===== config.mk =====
export PLATFORM = sky130hd
export DESIGN_NAME = bcd_timer_flat
export DESIGN_NICKNAME = d
export VERILOG_FILES = /design/src/rtl/bcd_timer_if.sv /design/src/rtl/bcd_timer.sv /design/src/flat_wrapper.sv
export SDC_FILE = /design/constraint.sdc
export NUM_CORES = 1
export LEC_CHECK = 0
export BUFFER_PORTS_ARGS = -buffer_cell sky130_fd_sc_hd__buf_2
export CORE_MARGIN = 2
export CORE_UTILIZATION = 35
export CTS_BUF_LIST = sky130_fd_sc_hd__clkbuf_8
export DETAILED_ROUTE_END_ITERATION = 7
export HOLD_SLACK_MARGIN = 0.15
export SYNTH_ARGS = -nofsm -noshare
export SYNTH_HDL_FRONTEND = slang
export SYNTH_SLANG_ARGS = --single-unit
export TNS_END_PERCENT = 100

===== constraint.sdc =====
create_clock -name clk -period 3.8 [get_ports clk]
set_input_delay 0.19 -clock clk [delete_from_list [all_inputs] [get_ports clk]]
set_output_delay 0.19 -clock clk [all_outputs]
set_load 0.03 [all_outputs]

===== src/rtl/bcd_timer_if.sv =====
// rtl/bcd_timer_if.sv - control and display bundle of the BCD timer
//
// Purpose : groups the timer's control strobes, preset bus and display
//           outputs so the core and its driver share one connection.
// Modports: master - drives clear/count_enabled/down/load/load_value/lap,
//                    observes time_reading/tc/lap_active
//           slave  - the timer core (opposite directions)
// Params  : DIGITS - number of BCD digits (bus width 4*DIGITS)

interface bcd_timer_if #(
  parameter int DIGITS = 2
);
  logic                  clear;
  logic                  count_enabled;
  logic                  down;
  logic                  load;
  logic [4*DIGITS-1:0]   load_value;
  logic                  lap;
  logic [4*DIGITS-1:0]   time_reading;
  logic                  tc;
  logic                  lap_active;

  modport master (
    output clear, count_enabled, down, load, load_value, lap,
    input  time_reading, tc, lap_active
  );

  modport slave (
    input  clear, count_enabled, down, load, load_value, lap,
    output time_reading, tc, lap_active
  );
endinterface


===== src/rtl/bcd_timer.sv =====
// rtl/bcd_timer.sv - multi-digit BCD up/down timer with tick divider
//
// Purpose : divides clk by DIV = CLK_FREQ/TICK_HZ and advances a chain of
//           BCD digits up or down on each tick, with preset load, clear,
//           wrap-or-saturate terminal behaviour and a terminal-count pulse.
// Ports   : clk          - system clock, rising edge
//           init_regs_n  - asynchronous active-low reset
//           bus          - bcd_timer_if.slave: clear, count_enabled, down,
//                          load, load_value, lap in; time_reading, tc,
//                          lap_active out
// Params  : CLK_FREQ, TICK_HZ, DIGITS (1..8), MSD_LIMIT (2..10),
//           SATURATE (0 wrap, 1 hold at terminal count)
// Macro   : BCD_TIMER_LAP_EN - adds the lap register and frozen display;
//           without it lap is ignored and lap_active is tied low.

module bcd_timer #(
  parameter int CLK_FREQ  = 100000000,
  parameter int TICK_HZ   = 1,
  parameter int DIGITS    = 2,
  parameter int MSD_LIMIT = 10,
  parameter bit SATURATE  = 1'b0
) (
  input logic        clk,
  input logic        init_regs_n,
  bcd_timer_if.slave bus
);

  localparam int DIV   = CLK_FREQ / TICK_HZ;
  localparam int DIV_W = (DIV > 1) ? $clog2(DIV) : 1;
  localparam logic [DIV_W-1:0] DIV_LAST = DIV_W'(DIV - 1);
  localparam int W     = 4 * DIGITS;

  logic [DIV_W-1:0] div_q;
  logic [W-1:0]     digits_q;
  logic             tc_q;

  logic             tick;
  logic [W-1:0]     max_val;
  logic [W-1:0]     step_val;
  logic [W-1:0]     digits_next;
  logic [W-1:0]     load_clamped;
  logic             carry;
  logic             at_term;
  logic             step_term;
  logic             tc_next;

  // Highest legal value of digit idx: MSD_LIMIT-1 for the top digit, 9 below.
  function automatic logic [3:0] digit_max(input int idx);
    return (idx == DIGITS - 1) ? 4'(MSD_LIMIT - 1) : 4'd9;
  endfunction

  assign tick = bus.count_enabled && (div_q == DIV_LAST);

  always_comb begin
    max_val = '0;
    for (int i = 0; i < DIGITS; i++) begin
      max_val[4*i +: 4] = digit_max(i);
    end
  end

  // Ripple one step through the digit chain. carry doubles as borrow when
  // counting down; a fully carried chain yields the wrapped value.
  always_comb begin
    step_val = digits_q;
    carry    = 1'b1;
    for (int i = 0; i < DIGITS; i++) begin
      if (carry) begin
        if (!bus.down) begin
          if (digits_q[4*i +: 4] >= digit_max(i)) begin
            step_val[4*i +: 4] = 4'd0;
          end else begin
            step_val[4*i +: 4] = digits_q[4*i +: 4] + 4'd1;
            carry              = 1'b0;
          end
        end else begin
          if (digits_q[4*i +: 4] == 4'd0) begin
            step_val[4*i +: 4] = digit_max(i);
          end else begin
            step_val[4*i +: 4] = digits_q[4*i +: 4] - 4'd1;
            carry              = 1'b0;
          end
        end
      end
    end
  end

  // Terminal count depends on direction: all-max going up, all-zero going down.
  assign at_term   = bus.down ? (digits_q == '0) : (digits_q == max_val);
  assign step_term = bus.down ? (step_val == '0) : (step_val == max_val);

  always_comb begin
    digits_next = step_val;
    tc_next     = 1'b0;
    if (SATURATE) begin
      // Hold once terminal; pulse only on the step that arrives there.
      if (at_term) begin
        digits_next = digits_q;
      end else begin
        tc_next = step_term;
      end
    end else begin
      // Wrapping: the pulse marks the wrap itself.
      tc_next = at_term;
    end
  end

  always_comb begin
    load_clamped = '0;
    for (int i = 0; i < DIGITS; i++) begin
      if (bus.load_value[4*i +: 4] > digit_max(i)) begin
        load_clamped[4*i +: 4] = digit_max(i);
      end else begin
        load_clamped[4*i +: 4] = bus.load_value[4*i +: 4];
      end
    end
  end

  // clear beats load beats counting; a tick coinciding with either is lost.
  always_ff @(posedge clk or negedge init_regs_n) begin
    if (!init_regs_n) begin
      div_q    <= '0;
      digits_q <= '0;
      tc_q     <= 1'b0;
    end else begin
      tc_q <= 1'b0;
      if (bus.clear) begin
        div_q    <= '0;
        digits_q <= '0;
      end else if (bus.load) begin
        div_q    <= '0;
        digits_q <= load_clamped;
      end else if (bus.count_enabled) begin
        div_q <= (div_q == DIV_LAST) ? '0 : div_q + DIV_W'(1);
        if (tick) begin
          digits_q <= digits_next;
          tc_q     <= tc_next;
        end
      end
    end
  end

  assign bus.tc = tc_q;

`ifdef BCD_TIMER_LAP_EN
  typedef enum logic {
    DISP_LIVE   = 1'b0,
    DISP_FROZEN = 1'b1
  } disp_state_t;

  disp_state_t state_q;
  disp_state_t state_d;
  logic [W-1:0] lap_q;
  logic         lap_capture;

  always_ff @(posedge clk or negedge init_regs_n) begin
    if (!init_regs_n) begin
      state_q <= DISP_LIVE;
      lap_q   <= '0;
    end else begin
      state_q <= state_d;
      if (lap_capture) begin
        lap_q <= digits_q;
      end
    end
  end

  // Each lap strobe toggles frozen/live; clear always returns to live.
  // load leaves the frozen display alone.
  always_comb begin
    state_d     = state_q;
    lap_capture = 1'b0;
    if (bus.clear) begin
      state_d = DISP_LIVE;
    end else if (bus.lap) begin
      case (state_q)
        DISP_LIVE: begin
          state_d     = DISP_FROZEN;
          lap_capture = 1'b1;
        end
        default: begin
          state_d = DISP_LIVE;
        end
      endcase
    end
  end

  assign bus.lap_active   = (state_q == DISP_FROZEN);
  assign bus.time_reading = (state_q == DISP_FROZEN) ? lap_q : digits_q;
`else
  logic lap_unused;
  assign lap_unused       = bus.lap;
  assign bus.lap_active   = 1'b0;
  assign bus.time_reading = digits_q;
`endif

endmodule


===== src/flat_wrapper.sv =====
// flat-port wrapper written by rule: the top's interface ports become plain ports
module bcd_timer_flat 
#(
  parameter int CLK_FREQ  = 100000000,
  parameter int TICK_HZ   = 1,
  parameter int DIGITS    = 2,
  parameter int MSD_LIMIT = 10,
  parameter bit SATURATE  = 1'b0
)
  (clk, init_regs_n, bus_clear, bus_count_enabled, bus_down, bus_load, bus_load_value, bus_lap, bus_time_reading, bus_tc, bus_lap_active);
  bcd_timer_if #(.DIGITS(DIGITS)) bus_i ();
  input logic clk;
  input logic init_regs_n;
  input wire logic [$bits(bus_i.clear)-1:0] bus_clear;
  input wire logic [$bits(bus_i.count_enabled)-1:0] bus_count_enabled;
  input wire logic [$bits(bus_i.down)-1:0] bus_down;
  input wire logic [$bits(bus_i.load)-1:0] bus_load;
  input wire logic [$bits(bus_i.load_value)-1:0] bus_load_value;
  input wire logic [$bits(bus_i.lap)-1:0] bus_lap;
  output wire logic [$bits(bus_i.time_reading)-1:0] bus_time_reading;
  output wire logic [$bits(bus_i.tc)-1:0] bus_tc;
  output wire logic [$bits(bus_i.lap_active)-1:0] bus_lap_active;
  assign bus_i.clear = bus_clear;
  assign bus_i.count_enabled = bus_count_enabled;
  assign bus_i.down = bus_down;
  assign bus_i.load = bus_load;
  assign bus_i.load_value = bus_load_value;
  assign bus_i.lap = bus_lap;
  assign bus_time_reading = bus_i.time_reading;
  assign bus_tc = bus_i.tc;
  assign bus_lap_active = bus_i.lap_active;
  bcd_timer #(.CLK_FREQ(CLK_FREQ), .TICK_HZ(TICK_HZ), .DIGITS(DIGITS), .MSD_LIMIT(MSD_LIMIT), .SATURATE(SATURATE)) u_core (.clk(clk), .init_regs_n(init_regs_n), .bus(bus_i));
endmodule

==> impl_metrics.yaml, run 1 <==
floorplan:
  initial_core_util_pct: 35.7
  num_rows: 30
  fp.coreArea_mm2: 0.00668
  dieArea_mm2: 0.00750
  die_h_um: 86.6
  ioPinCount: 25
  die_x_um: 86.6
routing:
  first_pass_iters: 4
  wl_met2_um: 2470
  routed_via_density: 5.56
  wl_met1_um: 2470
  postRouteWirelength_um: 5130
  drtIter0Drc: 138
  met3RoutedLength_um: 117
  avgRoutedWirePerCell_um: 14.0
  vias: 2035
  dr.max_layer_used: "met4"
  antenna_left: 0
  drc: 0
clocking:
  htree_levels: 2
  clkTransAtPathRegs_ps: 70
  root_buffer: "clkbuf_8"
  postCtsSetupRepairBufs: 0
  post_cts_resize_count: 0
  insertion_delay_ps: 280
  ctsHoldBuffers: 1
  clock_path_buffers: 2
  cts_tree: "done"
  cts_sinks: 36
  cts_buffers: 5
synthesis:
  synth_top_cells_by_count: "nor2_1 (37), dfrtp_1 (36), xor2_1 (20)"
  syn-num-nets: 291
  syn_area_mm2: 0.00239
  async_flop_share_pct: 100
  synth_cells: 268
  synth-edff-count: 0
  synth.avg_cell_area_um2: 8.91
  synth_warnings: 0
  seq_area_frac_synth_pct: 37.7
  synth_most_common_cell: "nor2_1"
  netlist-cell-type-count: 57
  synth_seq_cells: 36
  synth_ff_type: "dfrtp_1"
  synth_area_leader_cell: "dfrtp_1"
  synth_top_area_share_pct: 37.7
  synth.area.top_cells: "dfrtp_1 (38%), xor2_1 (7.3%), nor2_1 (5.8%), ha_1 (4.2%), nand4_1 (3.4%)"
sta:
  fin_crit_sh_pct: 66.6
  fmax_mhz: 395
  setup_violations: 0
  fin_crit_ps: 2530
  rsz0062_at_grt: "no"
  finalMaxSlewViolations: 0
  worst_hold_slack_ps: 257
  finalHoldViolCount: 0
  relSlewSlack_pct: 46.3
  setup-tns-final_ps: 0
  setup_slack_ps: 1270
  tightest_slew_ps: 805
  skew_ps: 1.37
grt:
  grt_pass1_wl_um: 8970
  grt_max_degree: 37
  track_usage_pct: 14.6
  grt_pass1_vias: 1973
  grt_overflow: 0
  antenna_found_initial: 0
placed_design:
  dp_slack_ps: 1270
  port_buffers: 22
  gp_congestion: 0.867
  place_area_mm2: 0.00252
  placed_cells: 357
  dp_hpwl_um: 3680
worst_setup_path:
  cp_max_fo: 26
  cp_cell_sequence: "or4_4, nor4_4, a31o_2, mux2_2"
  slowest_delay_ps: 590
  worstPathRequired_ps: 3970
  worstSetupPathType: "register to register"
  cpMaxStageDelayCell: "a31o_2"
  critPathArrivalTime_ps: 2700
  worstSetupEndpointType: "register"
  startpoint_type: "register"
job:
  maxCapViolCount: 0
min_path:
  hp-class: "primary input to register"
power:
  ir_drop_mv: 0.0930
  p_per_area_mw_per_mm2: 330
  p_leak_nw: 1.09
finish:
  layoutNonFillerInstCount: 366
  postLayoutCellArea_mm2: 0.00262
  final_layout_size_suffix_gt1_share_pct: 14.7
  diodes: 0
  fillers: 681
  syn2layout_area_growth_pct: 9.64
  multi_input_area_mm2: 0.00136
  regArea_um2: 901
  final_net_count: 308
status:
  status: "completed"
per-layer routing:
layer / up-vias / track usage [%]
met5: - / 0
met2: 24 / 22.7
met3: 8 / 3.05
met1: 1006 / 20.2
met4: 0 / 4.83
li1: 997 / -
through the flow:
step / util (%) / power (mW)
final: 39.2 / 0.864
after global routing: 39.2 / 0.915
after CTS: 39.2 / 0.873
after detailed placement: 37.7 / 0.598
after global placement: 37.7 / 0.597
after floorplan: - / 0.550
flip-flops by register name, summed over array words and instances (netlist names):
signal / flops
u_core.bus.tc: 1
u_core.bus.time_reading: 8
u_core.div_q: 27
cell type report:
type,instances,share of cell area [%]
clock buffer,6,3.15
tap,80,3.82
sequential,36,34.4
clock inverter,2,0.287
multi-input combinational,207,51.9
inverter,11,1.58
timing repair buffer,24,4.87
kinds of logic after synthesis:
logic type / Yosys count / synth area share (%)
mux: 4 / 2.15
xor+xnor: 25 / 9.17
buf+inv: 25 / 5.40
flops: 36 / 37.7
other cells: 1 / 0.157
compound gates: 47 / 13.0
simple gates: 122 / 28.2
fa+ha+maj: 8 / 4.19
worst max-delay path, delay by kind of cell, from the launching register on:
family	cells	cell delay, ps
simple gates	2	1010
mux	1	390
flops	1	420
compound gates	1	590
power by group:
group / switching (mW) / internal, mW / leakage [nW]
combinational: 0.107 / 0.0692 / 0.538
sequential: 0.0228 / 0.393 / 0.496
clock: 0.130 / 0.142 / 0.0538
placed cells by master (no fill, tap or decap), types with 3 or more instances in the layout:
| cell type | Yosys | layout |
|---|---|---|
| nand2_1 | 11 | 11 |
| ha_1 | 8 | 8 |
| nor2_1 | 37 | 37 |
| a21oi_1 | 9 | 9 |
| o21ai_0 | 10 | 10 |
| buf_2 | 1 | 22 |
| nor3_1 | 7 | 7 |
| clkbuf_8 | 1 | 6 |
| nor4_1 | 5 | 5 |
| nand3_1 | 16 | 16 |
| dfrtp_1 | 36 | 36 |
| a31oi_1 | 5 | 5 |
| inv_1 | 11 | 13 |
| xor2_1 | 20 | 20 |
| o22ai_1 | 3 | 3 |
| xnor2_1 | 5 | 5 |
| and3_1 | 4 | 4 |
| nand2b_1 | 5 | 5 |
| nand4_1 | 13 | 13 |
| nor3b_1 | 6 | 6 |
worst paths after layout:
path / startpoint / to / slack (ps) / depth (start not counted)
setup / recovery: u_core.div_q[10] / u_core.bus.time_reading[3] / 1270 / 4
hold / removal: bus_count_enabled / u_core.div_q[1] / 260 / 3
setup reg to reg: u_core.div_q[10] / u_core.bus.time_reading[3] / 1270 / 4
hold reg to reg: u_core.div_q[26] / u_core.div_q[26] / 550 / 2
max in group asynchronous: init_regs_n / u_core.bus.time_reading[4] / 2760 / 2
min in group asynchronous: init_regs_n / u_core.div_q[24] / 530 / 2
No activity file was read; power rests on OpenSTA's default activity.
==> run 2: changes to the inputs <==
==> constraint.sdc (replaced) <==
create_clock -name clk -period 2.45 [get_ports clk]
set_input_delay 0.1225 -clock clk [delete_from_list [all_inputs] [get_ports clk]]
set_output_delay 0.1225 -clock clk [all_outputs]
set_load 0.03 [all_outputs]
==> run 2 against run 1 <==
Net effect:
- via count shrank 0.39%
- non-clock buffer count rose by 6
- sequential share of layout area down 0.60 points
- cell count is 1.6% higher
- setup slack lost 1100 ps
- total power grew 55%
- final area up 1.8%
- critical endpoint is now u_core.bus.time_reading[7]
- critical path depth up 1
- largest power group unchanged
- core utilization rose by 0.69 points
- die area stayed put
==> impl_metrics.yaml, run 2 (synthesis gave the netlist of run 1 again) <==
finish:
  diodes: 0
  final_layout_size_suffix_gt1_share_pct: 16.4
  final_net_count: 314
  syn2layout_area_growth_pct: 11.6
  layout_common_cells: "nor2_1 (37), dfrtp_1 (36), buf_2 (22)"
  fillers: 691
  layout_commonest_cell: "nor2_1"
  largest_reg_flops: 27
  regMostFlops: "u_core.div_q"
sta:
  tightest_slew_ps: 809
  rsz0062_at_grt: "no"
  fin_crit_sh_pct: 92.1
  worst_hold_slack_ps: 200
  finalHoldViolCount: 0
  fin_crit_ps: 2260
  relSlewSlack_pct: 46.1
  skew_ps: 4.64
  setup_violations: 0
  finalMaxSlewViolations: 0
  fmax_mhz: 443
  setup-tns-final_ps: 0
floorplan:
  ioPinCount: 25
  num_rows: 30
  fp.coreArea_mm2: 0.00668
  dieArea_mm2: 0.00750
  initial_core_util_pct: 35.7
  die_h_um: 86.6
  die_x_um: 86.6
clocking:
  clock_path_buffers: 2
  postCtsSetupRepairBufs: 0
  cts_tree: "done"
  insertion_delay_ps: 290
  root_buffer: "clkbuf_8"
  clkTransAtPathRegs_ps: 60
  cts_sinks: 36
  cts_buffers: 5
  htree_levels: 2
placed_design:
  gp_congestion: 0.893
  dp_hpwl_um: 3740
  port_buffers: 22
routing:
  avgRoutedWirePerCell_um: 14.2
  routed_via_density: 5.45
  first_pass_iters: 4
  antenna_left: 0
  drc: 0
  vias: 2027
  drtIter0Drc: 145
  postRouteWirelength_um: 5280
worst_setup_path:
  critPathArrivalTime_ps: 2430
  slowest_delay_ps: 560
  cp_cell_sequence: "or4_4, nor4_4, nand4_1, and2_4, mux2_4"
  worstSetupEndpointType: "register"
  cp_max_fo: 7
  worstPathRequired_ps: 2620
  worstSetupPathType: "register to register"
  startpoint_type: "register"
  cpMaxStageDelayCell: "or4_4"
grt:
  track_usage_pct: 14.8
  grt_pass1_vias: 1906
  grt_pass1_wl_um: 9000
  antenna_found_initial: 0
  grt_overflow: 0
  grt_max_degree: 37
power:
  ir_drop_mv: 0.170
  p_leak_nw: 1.12
  p_per_area_mw_per_mm2: 504
job:
  maxCapViolCount: 0
status:
  status: "completed"
min_path:
  hp-class: "primary input to register"
## run 2: power breakdown
| group | switching, mW | internal, mW |
|---|---|---|
| registers | 0.0374 | 0.610 |
| logic | 0.167 | 0.110 |
| clock network | 0.199 | 0.221 |
| total | 0.403 | 0.940 |
## run 2: area by class of cell
type                       instances  area (um^2)  share of cell area (%)
clock buffer                       6         82.6                    3.10
timing repair buffer              30          173                    6.48
multi-input combinational        207         1360                    51.0
inverter                          11         41.3                    1.55
tap                               80          100                    3.76
clock inverter                     2         7.51                   0.282
sequential                        36          901                    33.8
## run 2: metal layers
| layer | share of wire [%] | track usage (%) |
|---|---|---|
| met1 | 47 | 20.0 |
| met2 | 49 | 24.4 |
| met3 | 3.7 | 2.57 |
| met4 | 0.95 | 3.84 |
| met5 | 0 | 0 |
## run 2: final timing paths
check | from | endpoint | slack, ps | depth (start not counted)
setup / recovery | u_core.div_q[10] | u_core.bus.time_reading[7] | 190 | 5
hold / removal | bus_count_enabled | u_core.div_q[0] | 200 | 3
setup reg to reg | u_core.div_q[10] | u_core.bus.time_reading[7] | 190 | 5
hold reg to reg | u_core.div_q[26] | u_core.div_q[26] | 560 | 2
max in group asynchronous | init_regs_n | u_core.div_q[16] | 1480 | 2
min in group asynchronous | init_regs_n | u_core.div_q[5] | 450 | 2
## run 2: what timing repair did
action,in CTS,in global routing
hold buffers,1,0
gates resized for setup,0,1
endpoints found under the hold margin,36,0
setup endpoints to repair,0,1
## run 2: critical path, delay by kind of cell (launching register included)
kind / cells / cell delay (ps)
AND/OR/NAND/NOR: 4 / 1420
multiplexers: 1 / 290
flip-flops: 1 / 430
## run 2: through the flow
step	area [um^2]	setup slack, ps	std cells	util, %	total power [mW]
final	2670	193	372	39.9	1.34
after detailed placement	2560	174	363	38.4	0.931
after global routing	2670	90.2	372	39.9	1.42
after CTS	2660	162	372	39.9	1.36
after global placement	2560	252	363	38.4	0.930
after floorplan	2390	340	268	-	0.852
==> run 3: changes to the inputs <==
--- a/config.mk
+++ b/config.mk
@@ -11,6 +11,7 @@
 export CTS_BUF_LIST = sky130_fd_sc_hd__clkbuf_8
 export DETAILED_ROUTE_END_ITERATION = 7
 export HOLD_SLACK_MARGIN = 0.15
+export RECOVER_POWER = 50
 export SYNTH_ARGS = -nofsm -noshare
 export SYNTH_HDL_FRONTEND = slang
 export SYNTH_SLANG_ARGS = --single-unit
==> run 3 against run 2 <==
Net effect:
- via count shrank 0.35%
- first-iteration DRC count grew 1.4%
- core utilization shrank 0.056 points
- maximum frequency is essentially flat
- final area shrank 0.14%
- die area is the same
- worst hold slack gained 0.86 ps
- critical path depth is the same
- total power is essentially flat
- largest cell class unchanged
- highest routed layer unchanged
==> impl_metrics.yaml, run 3 (synthesis gave the netlist of run 1 again) <==
status:
  status: "completed"
worst_setup_path:
  cp_num_buf_inv: 0
  cp_cell_sequence: "or4_4, nor4_4, nand4_1, and2_4, mux2_4"
  cpMaxStageDelayCell: "or4_4"
  worst_path_dominant_cell_family: "simple AND/OR/NAND/NOR gates"
  worstPathRequired_ps: 2620
  reg2reg_depth: 5
  critPathArrivalTime_ps: 2430
  reg2reg_to: "u_core.bus.time_reading[7]"
  startpoint_type: "register"
  r2r_slack_ps: 190
  cp-startpoint: "u_core.div_q[10]"
  worstSetupPathType: "register to register"
  cp.depth: 5
  worstSetupEndpointType: "register"
  slowest_delay_ps: 560
  reg2reg_from: "u_core.div_q[10]"
  cp_max_fo: 7
sta:
  relSlewSlack_pct: 40.0
  fin_crit_sh_pct: 92.2
  rsz0062_at_grt: "no"
  finalMaxSlewViolations: 0
  skew_ps: 4.50
  setup_violations: 0
  setup-tns-final_ps: 0
  fmax_mhz: 443
  fin_crit_ps: 2260
  tightest_slew_ps: 901
  finalHoldViolCount: 0
power:
  p_seq_share_pct: 48.2
  switching_share_pct: 30.1
  comb_power_share_pct: 20.5
  intPower_mw: 0.939
  p_leak_nw: 1.10
  ir_drop_mv: 0.170
  p_per_area_mw_per_mm2: 505
  p_clk_share_pct: 31.3
  total_power_mw: 1.34
  switchingPower_mw: 0.404
floorplan:
  num_rows: 30
  dieArea_mm2: 0.00750
  fp.coreArea_mm2: 0.00668
  initial_core_util_pct: 35.7
  die_h_um: 86.6
  die_x_um: 86.6
  ioPinCount: 25
finish:
  fillers: 692
  layout_commonest_cell: "nor2_1"
  syn2layout_area_growth_pct: 11.4
  postLayoutCellArea_mm2: 0.00266
  final_layout_size_suffix_gt1_share_pct: 15.4
  layout_common_cells: "nor2_1 (37), dfrtp_1 (36), xor2_1 (20)"
  largest_reg_flops: 27
  final_net_count: 314
  diodes: 0
  regMostFlops: "u_core.div_q"
clocking:
  clkTransAtPathRegs_ps: 60
  cts_buffers: 5
  cts_tree: "done"
  insertion_delay_ps: 290
  root_buffer: "clkbuf_8"
  cts_sinks: 36
  htree_levels: 2
  clock_path_buffers: 2
placed_design:
  port_buffers: 22
  place_area_mm2: 0.00256
  gp_congestion: 0.893
  dp_hpwl_um: 3740
min_path:
  whs_endpoint: "u_core.div_q[0]"
  hold-path-cell-count: 3
  hold_path.startpoint: "bus_count_enabled"
  hp-class: "primary input to register"
grt:
  grt_overflow: 0
  track_usage_pct: 14.8
  grt_pass1_wl_um: 9000
  grt_max_degree: 37
  antenna_found_initial: 0
  grt_pass1_vias: 1906
routing:
  routed_via_density: 5.43
  antenna_left: 0
  avgRoutedWirePerCell_um: 14.2
  drc: 0
  vias: 2020
  first_pass_iters: 4
  postRouteWirelength_um: 5300
  drtIter0Drc: 147
job:
  maxCapViolCount: 0
[run 3: layout make-up]
| class | instances | area [um^2] | area share [%] |
|---|---|---|---|
| Sequential cell | 36 | 901 | 33.9 |
| Timing Repair Buffer | 30 | 169 | 6.35 |
| Tap cell | 80 | 100 | 3.76 |
| Inverter | 11 | 41.3 | 1.55 |
| Clock inverter | 2 | 7.51 | 0.282 |
| Multi-Input combinational cell | 207 | 1360 | 51.1 |
| Clock buffer | 6 | 82.6 | 3.10 |
[run 3: how the worst max path moves through the flow]
| stage | to | slack [ps] |
|---|---|---|
| 3_3_place_gp | u_core.bus.time_reading[7] | 250 |
| 2_1_floorplan | u_core.bus.time_reading[3] | 340 |
| 6_report | u_core.bus.time_reading[7] | 190 |
| 5_1_grt | u_core.bus.time_reading[7] | 90 |
| 3_5_place_dp | u_core.bus.tc | 170 |
| 4_1_cts | u_core.bus.tc | 160 |
[run 3: power by group through the flow]
stage | clock (mW) | sequential, mW | combinational [mW]
6_report | 0.420 | 0.647 | 0.275
5_1_grt | 0.459 | 0.651 | 0.308
4_1_cts | 0.437 | 0.647 | 0.275
3_5_place_dp | 0 | 0.658 | 0.273
3_3_place_gp | 0 | 0.658 | 0.271
2_1_floorplan | 0 | 0.670 | 0.183
[run 3: layer usage]
metal | GRT usage [%] | share of wire [%]
met5 | 0 | 0
met2 | 24.4 | 48
met4 | 3.84 | 0.94
met1 | 20.0 | 48
met3 | 2.57 | 3.3
[run 3: metrics by stage]
| step | worst slack [ps] | util (%) | instances | hold slack [ps] |
|---|---|---|---|---|
| 4_1_cts | 162 | 39.9 | 372 | 194 |
| 2_1_floorplan | 340 | - | 268 | -173 |
| 6_report | 191 | 39.8 | 372 | 201 |
| 3_3_place_gp | 252 | 38.4 | 363 | 254 |
| 5_1_grt | 90.2 | 39.8 | 372 | 208 |
| 3_5_place_dp | 174 | 38.4 | 363 | 269 |
[run 3: tightest hold or removal path, stage by stage]
cell	delay, ps
buf_2	170
nand3b_1	100
a21oi_1	50
[run 3: timing repair]
| item | 4_1_cts | 5_1_grt |
|---|---|---|
| endpoints found under the hold margin | 36 | 0 |
| setup buffers | 0 | 0 |
| gates resized for setup | 0 | 1 |
| setup endpoints to repair | 0 | 1 |
| hold buffers | 1 | 0 |
